[src/rtl/mips_ctrl_pkg.sv]
// ---------------------------------------------------------------------------
// mips_ctrl_pkg
//
// Shared types for the multicycle MIPS control FSM:
//   - state_e      : FSM state encoding (4 bits)
//   - OP_*         : primary opcode values (IR[31:26])
//   - alu_op_e     : ALU operation select
//   - alu_src_b_e  : ALU B operand select
//   - pc_src_e     : PC source select
//   - ctrl_t       : control word bundling every controller output except state
//   - op_is_legal(): true for opcodes the controller can sequence
//
// Optional feature macro: MC_BNE_EN (adds BNE, opcode 000101, as a legal op).
// ---------------------------------------------------------------------------
package mips_ctrl_pkg;

  typedef enum logic [3:0] {
    S_IDLE   = 4'd0,
    S_FETCH  = 4'd1,
    S_DECODE = 4'd2,
    S_MEMADR = 4'd3,
    S_MEMRD  = 4'd4,
    S_MEMWB  = 4'd5,
    S_MEMWR  = 4'd6,
    S_EXEC   = 4'd7,
    S_ALUWB  = 4'd8,
    S_BRANCH = 4'd9,
    S_ADDIEX = 4'd10,
    S_ADDIWB = 4'd11,
    S_JUMP   = 4'd12
  } state_e;

  localparam logic [5:0] OP_R    = 6'b000000;
  localparam logic [5:0] OP_LW   = 6'b100011;
  localparam logic [5:0] OP_SW   = 6'b101011;
  localparam logic [5:0] OP_BEQ  = 6'b000100;
  localparam logic [5:0] OP_BNE  = 6'b000101;
  localparam logic [5:0] OP_ADDI = 6'b001000;
  localparam logic [5:0] OP_J    = 6'b000010;

  typedef enum logic [1:0] {
    ALU_ADD   = 2'b00,
    ALU_SUB   = 2'b01,
    ALU_FUNCT = 2'b10
  } alu_op_e;

  typedef enum logic [1:0] {
    SRCB_REG     = 2'b00,
    SRCB_FOUR    = 2'b01,
    SRCB_IMM     = 2'b10,
    SRCB_IMM_SH2 = 2'b11
  } alu_src_b_e;

  typedef enum logic [1:0] {
    PC_ALU    = 2'b00,
    PC_ALUOUT = 2'b01,
    PC_JUMP   = 2'b10
  } pc_src_e;

  typedef struct packed {
    logic       mem_req;
    logic       iord;
    logic       mem_write;
    logic       ir_write;
    logic       reg_dst;
    logic       mem_to_reg;
    logic       reg_write;
    logic       alu_src_a;
    alu_src_b_e alu_src_b;
    alu_op_e    alu_op;
    pc_src_e    pc_src;
    logic       pc_en;
    logic       illegal_op;
  } ctrl_t;

  // All strobes low, all selects at their 00 encoding.
  localparam ctrl_t CTRL_NONE = '0;

  function automatic logic op_is_legal(input logic [5:0] op);
    logic legal;
    case (op)
      OP_R, OP_LW, OP_SW, OP_BEQ, OP_ADDI, OP_J: legal = 1'b1;
`ifdef MC_BNE_EN
      OP_BNE:                                    legal = 1'b1;
`endif
      default:                                   legal = 1'b0;
    endcase
    return legal;
  endfunction

endpackage

[src/rtl/mc_output_decode.sv]
// ---------------------------------------------------------------------------
// mc_output_decode
//
// Combinational map from the current FSM state to the datapath control word.
// Outputs are Moore except the handshake-qualified strobes: ir_write/pc_en in
// S_FETCH follow mem_ready, and pc_en in S_BRANCH follows zero (inverted for
// a BNE branch sense).
//
// Ports:
//   state     in  current FSM state
//   mem_ready in  memory completes the current access this cycle
//   zero      in  ALU zero flag
//   branch_ne in  registered branch sense (1 = BNE), 0 when BNE is not built
//   op_legal  in  opcode is decodable (only consulted in S_DECODE)
//   ctrl      out control word
// ---------------------------------------------------------------------------
module mc_output_decode
  import mips_ctrl_pkg::*;
(
  input  state_e state,
  input  logic   mem_ready,
  input  logic   zero,
  input  logic   branch_ne,
  input  logic   op_legal,
  output ctrl_t  ctrl
);

  always_comb begin
    // NOTE: every field gets a default before the case so no path leaves a
    // bit unassigned, which would otherwise infer a latch.
    ctrl = CTRL_NONE;
    case (state)
      S_FETCH: begin
        ctrl.mem_req   = 1'b1;
        ctrl.iord      = 1'b0;
        ctrl.alu_src_a = 1'b0;
        ctrl.alu_src_b = SRCB_FOUR;
        ctrl.alu_op    = ALU_ADD;
        ctrl.pc_src    = PC_ALU;
        ctrl.ir_write  = mem_ready;
        ctrl.pc_en     = mem_ready;
      end
      S_DECODE: begin
        // Precompute the branch target while the opcode is decoded.
        ctrl.alu_src_a  = 1'b0;
        ctrl.alu_src_b  = SRCB_IMM_SH2;
        ctrl.alu_op     = ALU_ADD;
        ctrl.illegal_op = ~op_legal;
      end
      S_MEMADR: begin
        ctrl.alu_src_a = 1'b1;
        ctrl.alu_src_b = SRCB_IMM;
        ctrl.alu_op    = ALU_ADD;
      end
      S_MEMRD: begin
        ctrl.mem_req = 1'b1;
        ctrl.iord    = 1'b1;
      end
      S_MEMWB: begin
        ctrl.reg_dst    = 1'b0;
        ctrl.mem_to_reg = 1'b1;
        ctrl.reg_write  = 1'b1;
      end
      S_MEMWR: begin
        ctrl.mem_req   = 1'b1;
        ctrl.iord      = 1'b1;
        ctrl.mem_write = 1'b1;
      end
      S_EXEC: begin
        ctrl.alu_src_a = 1'b1;
        ctrl.alu_src_b = SRCB_REG;
        ctrl.alu_op    = ALU_FUNCT;
      end
      S_ALUWB: begin
        ctrl.reg_dst    = 1'b1;
        ctrl.mem_to_reg = 1'b0;
        ctrl.reg_write  = 1'b1;
      end
      S_BRANCH: begin
        ctrl.alu_src_a = 1'b1;
        ctrl.alu_src_b = SRCB_REG;
        ctrl.alu_op    = ALU_SUB;
        ctrl.pc_src    = PC_ALUOUT;
        ctrl.pc_en     = branch_ne ? ~zero : zero;
      end
      S_ADDIEX: begin
        ctrl.alu_src_a = 1'b1;
        ctrl.alu_src_b = SRCB_IMM;
        ctrl.alu_op    = ALU_ADD;
      end
      S_ADDIWB: begin
        ctrl.reg_dst    = 1'b0;
        ctrl.mem_to_reg = 1'b0;
        ctrl.reg_write  = 1'b1;
      end
      S_JUMP: begin
        ctrl.pc_src = PC_JUMP;
        ctrl.pc_en  = 1'b1;
      end
      // S_IDLE and unused encodings drive the all-zero word.
      default: ctrl = CTRL_NONE;
    endcase
  end

endmodule

[src/rtl/multicycle_controller.sv]
// ---------------------------------------------------------------------------
// multicycle_controller
//
// Main control FSM for the multicycle MIPS datapath. Sequences the shared ALU,
// the unified memory port (req/ready handshake), IR, register file and PC.
// The state register resets asynchronously, so every strobe decoded from it
// drops the moment rst falls.
//
// Ports:
//   clk        in   clock, rising edge
//   rst        in   asynchronous active-low reset
//   opcode     in   IR[31:26]
//   zero       in   ALU zero flag
//   mem_ready  in   memory completes the current access this cycle
//   mem_req    out  memory access request
//   iord       out  memory address select (0 = PC, 1 = ALUOut)
//   mem_write  out  store strobe
//   ir_write   out  IR load enable
//   reg_dst    out  write register select (0 = rt, 1 = rd)
//   mem_to_reg out  write data select (0 = ALUOut, 1 = MDR)
//   reg_write  out  register file write enable
//   alu_src_a  out  ALU A select (0 = PC, 1 = A)
//   alu_src_b  out  ALU B select (B, 4, imm, imm<<2)
//   alu_op     out  00 add, 01 sub, 10 funct
//   pc_src     out  00 ALU, 01 ALUOut, 10 jump target
//   pc_en      out  PC load enable
//   illegal_op out  one-cycle pulse on an undecodable opcode
//   state      out  current state (debug)
//
// Optional feature macro: MC_BNE_EN (BNE decodes to S_BRANCH with inverted
// zero sense; otherwise opcode 000101 is illegal).
// ---------------------------------------------------------------------------
module multicycle_controller
  import mips_ctrl_pkg::*;
#(
  parameter int OP_W    = 6,
  parameter int STATE_W = 4
) (
  input  logic               clk,
  input  logic               rst,
  input  logic [OP_W-1:0]    opcode,
  input  logic               zero,
  input  logic               mem_ready,
  output logic               mem_req,
  output logic               iord,
  output logic               mem_write,
  output logic               ir_write,
  output logic               reg_dst,
  output logic               mem_to_reg,
  output logic               reg_write,
  output logic               alu_src_a,
  output logic [1:0]         alu_src_b,
  output logic [1:0]         alu_op,
  output logic [1:0]         pc_src,
  output logic               pc_en,
  output logic               illegal_op,
  output logic [STATE_W-1:0] state
);

  state_e state_q, state_d;
  logic   op_legal;
  logic   branch_ne;
  ctrl_t  ctrl;

  assign op_legal = op_is_legal(opcode);

  // ---------------------------------------------------------------------
  // Next-state logic
  // ---------------------------------------------------------------------
  always_comb begin
    state_d = state_q;
    case (state_q)
      S_IDLE:   state_d = S_FETCH;
      S_FETCH:  if (mem_ready) state_d = S_DECODE;
      S_DECODE: begin
        case (opcode)
          OP_LW, OP_SW: state_d = S_MEMADR;
          OP_R:         state_d = S_EXEC;
          OP_BEQ:       state_d = S_BRANCH;
`ifdef MC_BNE_EN
          OP_BNE:       state_d = S_BRANCH;
`endif
          OP_ADDI:      state_d = S_ADDIEX;
          OP_J:         state_d = S_JUMP;
          // Illegal opcode: executes as a NOP, PC already advanced in fetch.
          default:      state_d = S_FETCH;
        endcase
      end
      S_MEMADR: state_d = (opcode == OP_SW) ? S_MEMWR : S_MEMRD;
      S_MEMRD:  if (mem_ready) state_d = S_MEMWB;
      S_MEMWB:  state_d = S_FETCH;
      S_MEMWR:  if (mem_ready) state_d = S_FETCH;
      S_EXEC:   state_d = S_ALUWB;
      S_ALUWB:  state_d = S_FETCH;
      S_BRANCH: state_d = S_FETCH;
      S_ADDIEX: state_d = S_ADDIWB;
      S_ADDIWB: state_d = S_FETCH;
      S_JUMP:   state_d = S_FETCH;
      // Unused encodings recover exactly like S_IDLE.
      default:  state_d = S_FETCH;
    endcase
  end

  // NOTE: sequential state uses non-blocking assignments so every flop
  // samples its pre-edge inputs regardless of block ordering.
  always_ff @(posedge clk or negedge rst) begin
    if (!rst) state_q <= S_IDLE;
    else      state_q <= state_d;
  end

  // ---------------------------------------------------------------------
  // Branch sense: captured in S_DECODE, consumed in S_BRANCH.
  // ---------------------------------------------------------------------
`ifdef MC_BNE_EN
  logic bne_q, bne_d;

  always_comb begin
    bne_d = bne_q;
    if (state_q == S_DECODE) bne_d = (opcode == OP_BNE);
  end

  always_ff @(posedge clk or negedge rst) begin
    if (!rst) bne_q <= 1'b0;
    else      bne_q <= bne_d;
  end

  assign branch_ne = bne_q;
`else
  assign branch_ne = 1'b0;
`endif

  // ---------------------------------------------------------------------
  // Output decode
  // ---------------------------------------------------------------------
  mc_output_decode u_output_decode (
    .state     (state_q),
    .mem_ready (mem_ready),
    .zero      (zero),
    .branch_ne (branch_ne),
    .op_legal  (op_legal),
    .ctrl      (ctrl)
  );

  assign mem_req    = ctrl.mem_req;
  assign iord       = ctrl.iord;
  assign mem_write  = ctrl.mem_write;
  assign ir_write   = ctrl.ir_write;
  assign reg_dst    = ctrl.reg_dst;
  assign mem_to_reg = ctrl.mem_to_reg;
  assign reg_write  = ctrl.reg_write;
  assign alu_src_a  = ctrl.alu_src_a;
  assign alu_src_b  = ctrl.alu_src_b;
  assign alu_op     = ctrl.alu_op;
  assign pc_src     = ctrl.pc_src;
  assign pc_en      = ctrl.pc_en;
  assign illegal_op = ctrl.illegal_op;
  assign state      = STATE_W'(state_q);

endmodule

[config.mk]
export PLATFORM = sky130hd
export DESIGN_NAME = multicycle_controller
export DESIGN_NICKNAME = d
export VERILOG_FILES = /design/src/rtl/mips_ctrl_pkg.sv /design/src/rtl/mc_output_decode.sv /design/src/rtl/multicycle_controller.sv
export SDC_FILE = /design/constraint.sdc
export NUM_CORES = 1
export LEC_CHECK = 0
export CORE_MARGIN = 3
export CORE_UTILIZATION = 44
export CTS_BUF_LIST = sky130_fd_sc_hd__clkbuf_4
export DETAILED_ROUTE_END_ITERATION = 6
export PLACE_DENSITY = 0.95
export SETUP_SLACK_MARGIN = 0.3
export SLEW_MARGIN = 0
export SYNTH_ARGS = -nofsm -noshare
export SYNTH_HDL_FRONTEND = slang
export SYNTH_HIERARCHICAL = 1
export SYNTH_SLANG_ARGS = --single-unit
[constraint.sdc]
create_clock -name clk -period 3.3 [get_ports clk]
set_input_delay 0.66 -clock clk [delete_from_list [all_inputs] [get_ports clk]]
set_output_delay 0.66 -clock clk [all_outputs]
set_load 0.01 [all_outputs]
==> Word-level counts from Yosys, hierarchy flattened <==
Cells that the tools add are included.
{ "op_classes": {"eq_ne": 20, "muxes": 14, "n_bitwise": 1, "reduce_logical": 6} }
{ "op_table": {"columns": ["op", "count"], "rows": [
  ["4-bit case mux with 7 select lines", 1],
  ["5-bit case mux with 5 select lines", 1],
  ["4-bit == test, second input constant", 5],
  ["4-bit case mux with 5 select lines", 1],
  ["3-bit case mux with 3 select lines", 2],
  ["4-bit by 3-bit == test with 1-bit output, second input constant", 4],
  ["6-bit == test, second input constant", 2],
  ["4-bit two-way mux", 3],
  ["4-bit by 2-bit == test with 1-bit output, second input constant", 2],
  ["6-bit by 2-bit == test with 1-bit output, second input constant", 1],
  ["6-bit by 3-bit == test with 1-bit output, second input constant", 1],
  ["6-bit by 4-bit == test with 1-bit output, second input constant", 1],
  ["6-bit logical NOT", 1],
  ["2-bit inequality test, second input constant", 3],
  ["2-bit OR reduction", 3],
  ["6-bit OR reduction", 1],
  ["4-bit by 1-bit == test with 1-bit output, second input constant", 1],
  ["1-bit two-way mux", 4],
  ["2-bit case mux with 2 select lines", 1],
  ["3-bit AND reduction", 1],
  ["2-bit two-way mux", 1],
  ["1-bit inverter", 1]
]} }
{ "totals": {"ff_bits": 4, "in_bits": 10, "out_inout_bits": 20, "elab_cells": 42} }

==> Depth between registers and ports, before layout <==
Gate-level depths: netlist of the first run.
{ "depth": {"word_depth": 5, "depth_mapped": 5, "ltp_nobuf": 4} }

==> Hierarchy <==
The synthesis of the first run kept the hierarchy.
{ "by_module_without_submodules": {"columns": ["mod", "n_inst", "cells_each", "area_per_inst_um2", "seq_area_each_um2"], "rows": [
  ["multicycle_controller", 1, 44, 386.6, 100.1],
  ["mc_output_decode", 1, 29, 230.2, 0.0]
]} }

==> Worst setup path before layout of the first run <==
Ideal clock, no wire load.
{ "synth_path": {"path_type": "input port to output port", "from": "input opcode[1]", "to": "output illegal_op", "arrival_ps": 1485, "required_time_ps": 2640, "setup_slack_ps": 1155, "cell_stages": 5, "n_path_buf": 1, "path_cell_list": "buf_6 > maj3_2 > o32a_1 > nor2_1 > nor4_1"} }
{ "synth_between": {"elab_chain_len": 5, "word_cells_on_any_way": 10, "classes_between": "eq/ne: 5; mux: 2; bitwise: 1; reduce/logical: 2"} }
{ "synth_lines": {"columns": ["element", "line", "source"], "rows": [
  ["start, declared", "multicycle_controller.sv:41", "input logic [OP_W-1:0] opcode,"],
  ["6-bit == test, or another cell as far along", "mips_ctrl_pkg.sv:81", "case (op)"],
  ["6-bit OR reduction (*)", "mips_ctrl_pkg.sv:81", null],
  ["1-bit two-way mux (*)", "mips_ctrl_pkg.sv:81", null],
  ["via op_legal", "multicycle_controller.sv:61", "logic op_legal;"],
  ["1-bit inverter (*)", "mc_output_decode.sv:48", "ctrl.illegal_op = ~op_legal;"],
  ["1-bit two-way mux (*)", "mc_output_decode.sv:32", "case (state)"],
  ["end, declared", "multicycle_controller.sv:56", "output logic illegal_op,"]
]} }
Mark *: on every way through the listed nets, which the timed path passes. The rest lies on a longest branch.

==> Final worst setup path of the first run <==
{ "layout_path": {"from": "register state_q[0], in the netlist state[0]", "to": "output pc_en"} }
{ "layout_between": {"elab_chain_len": 2, "word_cells_on_any_way": 4, "classes_between": "eq/ne: 3; mux: 1"} }
{ "layout_lines": {"columns": ["element", "line", "source"], "rows": [
  ["start, declared", "multicycle_controller.sv:60", "state_e state_q, state_d;"],
  ["start signal, assigned", "multicycle_controller.sv:108", "else state_q <= state_d;"],
  ["4-bit == test / 4-bit by 1-bit == test with 1-bit output (equally long branches)", "mc_output_decode.sv:32", null],
  ["3-bit case mux with 3 select lines (*)", "mc_output_decode.sv:32", null],
  ["end, declared", "multicycle_controller.sv:55", "output logic pc_en,"]
]} }
Every way passes the cells marked *; elsewhere a longest branch is shown, timed or not.

==> metrics, run 1 <==
Post-synth EDFFs 0; critical path required time 2.64 ns; slew at the pin closest to its max-slew limit 0.667 ns; final hold vios 0; Core Box Area between 1000 and 1500 sq um; clk_lat worst skew approximately 0.24 ns; async set-reset flop share out of synthesis 100%; routed len/inst between 15 and 20 um; FF+latch count, synth 4; Cell Count, Final, Fillers Out between 100 and 150; Setup crit end pc_en; H-tree levels 1; clock tree sinks 4; number of antenna violations at the first check in global routing 0; sequential power share a little under a quarter; crit path capture type output pin; Buf/Inv on CP 1; R2R setup slack about 1.8 ns; routability cong. 0.731; final total power 0.000614 W; Peak Freq ~360 MHz; Post-DRT Antenna Nets 0; CP startpoint kind register; Int Power 0.000343 W; most frequent cells in the layout 28 x clkdlybuf4s50_1, 10 x nor2_1; # hold bufs at CTS 0; vias in the first global route about 680; Final setup viols 0; r2r worst-path depth 3; Root Buffer Master clkbuf_4; Remaining DRCs 0; syn_area_per_cell 8.45 sq um; Syn Nets 83; largest net degree at the start of global routing 21; Switch Pwr around 0.00027 W; CTS tree done; Ys Warns 6; RSZ-0062 raised after global routing no; status complete, no violations; Hold Path Class input port to async pin; Final Cycle Share between 80% and 90%; routed wire length ~1800 um; hpwl dp 1380 um; vias per std cell around 6; Critical Path AT 2.15 ns; starting density of the core roughly half; Final Net Count between 100 and 150; library cells used by synthesis 41; commonest non-fill, non-tap cell in the layout clkdlybuf4s50_1; Area Growth Syn to Fin 51.9%; CTS max path bufs 2; die area ~1900 sq um; critical path cell sequence nand2b_2 > nor3b_2 > a211o_1 > clkdlybuf4s50_1; Die Width between 40 and 50 um; largest delay contributor family on the critical path simple AND/OR/NAND/NOR gates; peak supply drop approximately 0.00027 V; drt first-iter violations 17; grt total ovfl 0; via count between 600 and 700; R2R Path Start state[0]; cell leakage power 0.360 nW; WS Path Type register to output pin; chip height around 43 um; Slew headroom a little under three fifths; # port buffers 29; sequential fraction of the synthesis area 16.2%; Syn Inst Count 73; Layout Skew around 0.00083 ns; critical path depth 4; max_cap viols 0; Comb pwr share about two thirds; drt first pass iters 4; layout cells sized above 1 16.3%; Core Util, Final roughly four fifths; fin crit period between 2 and 3 ns; pwr/cell area 655 nW/um^2; Synth Cell Area roughly 620 sq um; Most used DFF post-synth dfrtp_1; CP max stage delay 0.58 ns; ANT cells 0; total negative slack 0 ns; Largest register FFs 4; IO Pins 30; Critical R2R Capture state[1]; row cnt 12; placed cells approximately 120; switching share of total power about 44%; CTS Buf Count 3; CP max stage cell dfrtp_1; Tot GR Track Use 21.0%; Pins Over Slew Limit 0; Max FO, Critical Path 20; Worst setup startpoint state[0]; first-pass GRT wire length between 3000 and 4000 um; clock power share between 10% and 20%; Reg clk slew, reported paths roughly 0.04 ns
-- worst min-delay path by stage --
| stage | end | slack, ns | depth (start not counted) |
|---|---|---|---|
| 6_report | state[1] | 0.62 | 1 |
| 5_1_grt | state[1] | 0.63 | 1 |
| 4_1_cts | state[2] | 0.62 | 1 |
| 3_5_place_dp | state[3] | 0.79 | 2 |
| 3_3_place_gp | state[2] | 0.76 | 2 |
| 2_1_floorplan | state[0] | 0.36 | 0 |
-- synth_stat cells, drive strengths merged (2+ instances only) --
master,count,share of area [%]
xor2,3,4.3
o311ai,2,2.8
nor3,3,2.4
buf,4,5.3
nor3b,2,3.2
nand2b,5,7.9
nand3,2,1.6
nor4,2,2.0
nor2,11,7.9
dfrtp,4,16
mux2i,3,4.9
inv,3,1.8
nand2,2,1.2
o21ai,3,2.4
nand3b,3,3.7
nor4b,2,7.7
-- cells by family (layout without fill, tap and decap cells) --
| kind of cell | count (synthesis) | in the layout | synth area share (%) |
|---|---|---|---|
| AND/OR/NAND/NOR | 38 | 38 | 45.8 |
| AO/OA/AOI/OAI | 16 | 16 | 19.3 |
| buffers and inverters | 7 | 38 | 7.10 |
| flip-flops | 4 | 4 | 16.2 |
| XOR/XNOR | 3 | 3 | 4.26 |
| multiplexers | 3 | 3 | 4.87 |
| adder cells (fa/ha/maj) | 1 | 1 | 1.83 |
| other | 1 | 1 | 0.608 |
-- metrics by stage --
| stage | area, sq um | setup slack (ns) | hold WS [ns] |
|---|---|---|---|
| after CTS | 936 | 0.416 | 0.619 |
| after detailed placement | 915 | 0.232 | 0.794 |
| after floorplan | 617 | 1.15 | 0.364 |
| after global placement | 915 | 0.323 | 0.761 |
| final | 937 | 0.494 | 0.619 |
| after global routing | 937 | 0.369 | 0.629 |
-- power by group through the flow --
stage / Combinational, W / Sequential (W) / Clock (W)
final: 0.000405 / 0.000146 / 0.0000636
after CTS: 0.000407 / 0.000143 / 0.0000651
after global routing: 0.000431 / 0.000157 / 0.0000687
after detailed placement: 0.000407 / 0.000144 / 0
after floorplan: 0.000242 / 0.000115 / 0
after global placement: 0.000394 / 0.000142 / 0
-- metal layers --
metal / vias to the layer above / track usage, % / part of all wire (%)
li1: 337 / - / -
met1: 335 / 24.1 / 40
met2: 22 / 38.9 / 54
met3: 3 / 2.90 / 4.7
met4: 0 / 7.23 / 1.2
met5: - / 0 / 0
-- area by class of cell --
type | instances | area (sq um)
Sequential cell | 4 | 101
Fill cell | 91 | 264
Clock buffer | 3 | 22.5
Multi-Input combinational cell | 62 | 473
Inverter | 3 | 11.3
Timing Repair Buffer | 32 | 312
Tap cell | 14 | 17.5
-- timing repair --
item / CTS / global route
gates resized for setup: 1 / 1
endpoints found under the setup margin: 1 / 1
hold endpoints to repair: 0 / 0
buffers inserted: 0 / 0
No activity file was read; power rests on OpenSTA's default activity.
==> inputs of run 2 (changes only) <==
--- a/config.mk
+++ b/config.mk
@@ -8,6 +8,7 @@
 export CORE_MARGIN = 3
 export CORE_UTILIZATION = 44
 export CTS_BUF_LIST = sky130_fd_sc_hd__clkbuf_4
+export CTS_CLUSTER_DIAMETER = 100
 export DETAILED_ROUTE_END_ITERATION = 6
 export PLACE_DENSITY = 0.95
 export SETUP_SLACK_MARGIN = 0.3
==> results of run 2 <==
The final DEF is identical to that of run 1; final timing and power are the same.
==> inputs of run 3 (changes only) <==
--- a/config.mk
+++ b/config.mk
@@ -6,13 +6,13 @@
 export NUM_CORES = 1
 export LEC_CHECK = 0
 export CORE_MARGIN = 3
-export CORE_UTILIZATION = 44
+export CORE_UTILIZATION = 40
 export CTS_BUF_LIST = sky130_fd_sc_hd__clkbuf_4
 export CTS_CLUSTER_DIAMETER = 100
 export DETAILED_ROUTE_END_ITERATION = 6
-export PLACE_DENSITY = 0.95
+export PLACE_DENSITY = 0.89
 export SETUP_SLACK_MARGIN = 0.3
-export SLEW_MARGIN = 0
+export SLEW_MARGIN = 10
 export SYNTH_ARGS = -nofsm -noshare
 export SYNTH_HDL_FRONTEND = slang
 export SYNTH_HIERARCHICAL = 1
==> metrics, run 3 (synthesis results as in run 1) <==
routed wire length 1610 um (-10%); # port buffers 29 (unchanged); Core Box Area 1370 sq um (+14%); IO Pins 30 (unchanged); RSZ-0062 raised after global routing no; CP startpoint kind input port; total negative slack 0 ns (unchanged); ANT cells 0 (unchanged); switching share of total power 43.4% (-0.68 points); row cnt 13 (+1); clock power share 9.8% (-0.6 points); Int Power 0.000342 W (-0.43%); hpwl dp 1270 um (-7.9%); slew at the pin closest to its max-slew limit 0.650 ns (-0.0162 ns); # Post-CTS Setup Buffers 0 (unchanged); Die Width 45.3 um (+4.2%); grt total ovfl 0 (unchanged); Hold Path Class input port to async pin; CTS max path bufs 2 (unchanged); Core Util, Final 68.0% (-10 points); Tot GR Track Use 17.5% (-3.4 points); most frequent cells in the layout 28 x clkdlybuf4s50_1, 10 x nor2_1, 4 x dfrtp_1; Area Growth Syn to Fin 50.7%; Slew headroom 56.6% (+1.1 points); WS Path Type input port to output pin; cell leakage power 0.357 nW (-0.93%); critical path required time 2.64 ns (about the same); die area 2050 sq um (+8.6%); sequential power share 23.9% (+0.2 points); crit path capture type output pin; # hold bufs at CTS 0 (unchanged); largest net degree at the start of global routing 21 (unchanged); peak supply drop 0.000271 V (+0.38%); Final Cycle Share 88.2% (+3.2 points); drt first-iter violations 11 (-6); Remaining DRCs 0 (unchanged); Final setup viols 0 (unchanged); Cell Count, Final, Fillers Out 118 (unchanged); pwr/cell area 650 nW/um^2 (-0.82%); Comb pwr share 66.3% (+0.4 points); placed cells 115 (unchanged); clk_lat worst skew 0.23 ns (about the same); Critical Path AT 2.25 ns (+0.10 ns); Post-DRT Antenna Nets 0 (unchanged); final total power 0.000604 W (-1.6%); number of antenna violations at the first check in global routing 0 (unchanged); Max FO, Critical Path 6 (-70%); H-tree levels 1 (unchanged); routed len/inst 13.6 um (-10%); r2r worst-path depth 3 (unchanged); Pins Over Slew Limit 0 (unchanged); CTS Buf Count 3 (unchanged); Switch Pwr 0.000262 W (-3.1%); Layout Skew 0.00136 ns (+0.000523 ns); layout cells sized above 1 14.6% (-1.8 points); routability cong. 0.726 (-0.78%); final hold vios 0 (unchanged); Largest register FFs 4 (unchanged); clock tree sinks 4 (unchanged); first-pass GRT wire length 2660 um (-12%); Final Net Count 115 (-0.86%); Reg clk slew, reported paths 0.04 ns (about the same); via count 648 (-7.0%); starting density of the core 45.1% (-6.2 points); CTS tree done; vias per std cell 5.49 (-7.0%); status complete, no violations; Root Buffer Master clkbuf_4; max_cap viols 0 (unchanged); vias in the first global route 591 (-13%); fin crit period 2.91 ns (+0.104 ns); chip height 45.3 um (+4.2%); commonest non-fill, non-tap cell in the layout clkdlybuf4s50_1; drt first pass iters 4 (unchanged); Peak Freq 344 MHz (-3.6%)
## run 3: changes by cell type in the layout (fill, tap and decap cells not counted)
cell     change
dfrtp_1      +1
buf_4        -1
dfrtp_2      -1
## run 3: layout make-up
type | count | area (sq um)
timing repair buffer | 31 | 304
multi-input combinational | 62 | 473
clock buffer | 3 | 22.5
fill | 118 | 437
inverter | 3 | 11.3
tap | 15 | 18.8
sequential | 4 | 100
## run 3: path summary, 6_finish.rpt
kind / from / to / slack (ns)
min in group clk: state[1] / state[2] / 0.78
min reg2reg: state[1] / state[2] / 0.78
max in group asynchronous: rst / state[3] / 2.51
max: opcode[3] / illegal_op / 0.39
min: rst / state[0] / 0.63
max reg2reg: state[0] / state[1] / 1.76
## run 3: metrics by stage
step	hold WS, ns	setup WS (ns)	cell area [sq um]
after floorplan	0.364	1.15	617
after global placement	0.783	0.206	908
after detailed placement	0.777	0.168	908
after CTS	0.626	0.375	930
after global routing	0.636	0.320	930
final	0.628	0.389	930
## run 3: worst max-delay path, stage by stage
cell and delay, ns:
clkdlybuf4s50_1 0.51, maj3_2 0.34, o32a_1 0.28, nor2_1 0.09
nor4_1 0.05, dlygate4sd2_1 0.32
## run 3: power by group through the flow
stage                     logic [W]  registers, W  clock network [W]
after floorplan            0.000242      0.000115                  0
after detailed placement   0.000404      0.000145                  0
after global placement     0.000395      0.000142                  0
final                      0.000401      0.000144          0.0000592
after CTS                  0.000404      0.000144          0.0000618
after global routing       0.000430      0.000155          0.0000667
## run 3: routing by layer
| metal | vias up | global-route usage [%] | wire (um) |
|---|---|---|---|
| li1 | 338 | - | - |
| met5 | - | 0 | 0 |
| met2 | 13 | 28.5 | 798 |
| met1 | 297 | 23.1 | 750 |
| met3 | 0 | 3.59 | 61 |
| met4 | 0 | 5.26 | 0 |
## run 3: what timing repair did
| item | in CTS | in global routing |
|---|---|---|
| hold endpoints to repair | 0 | 0 |
| setup endpoints to repair | 1 | 0 |
| resized for setup | 1 | 0 |
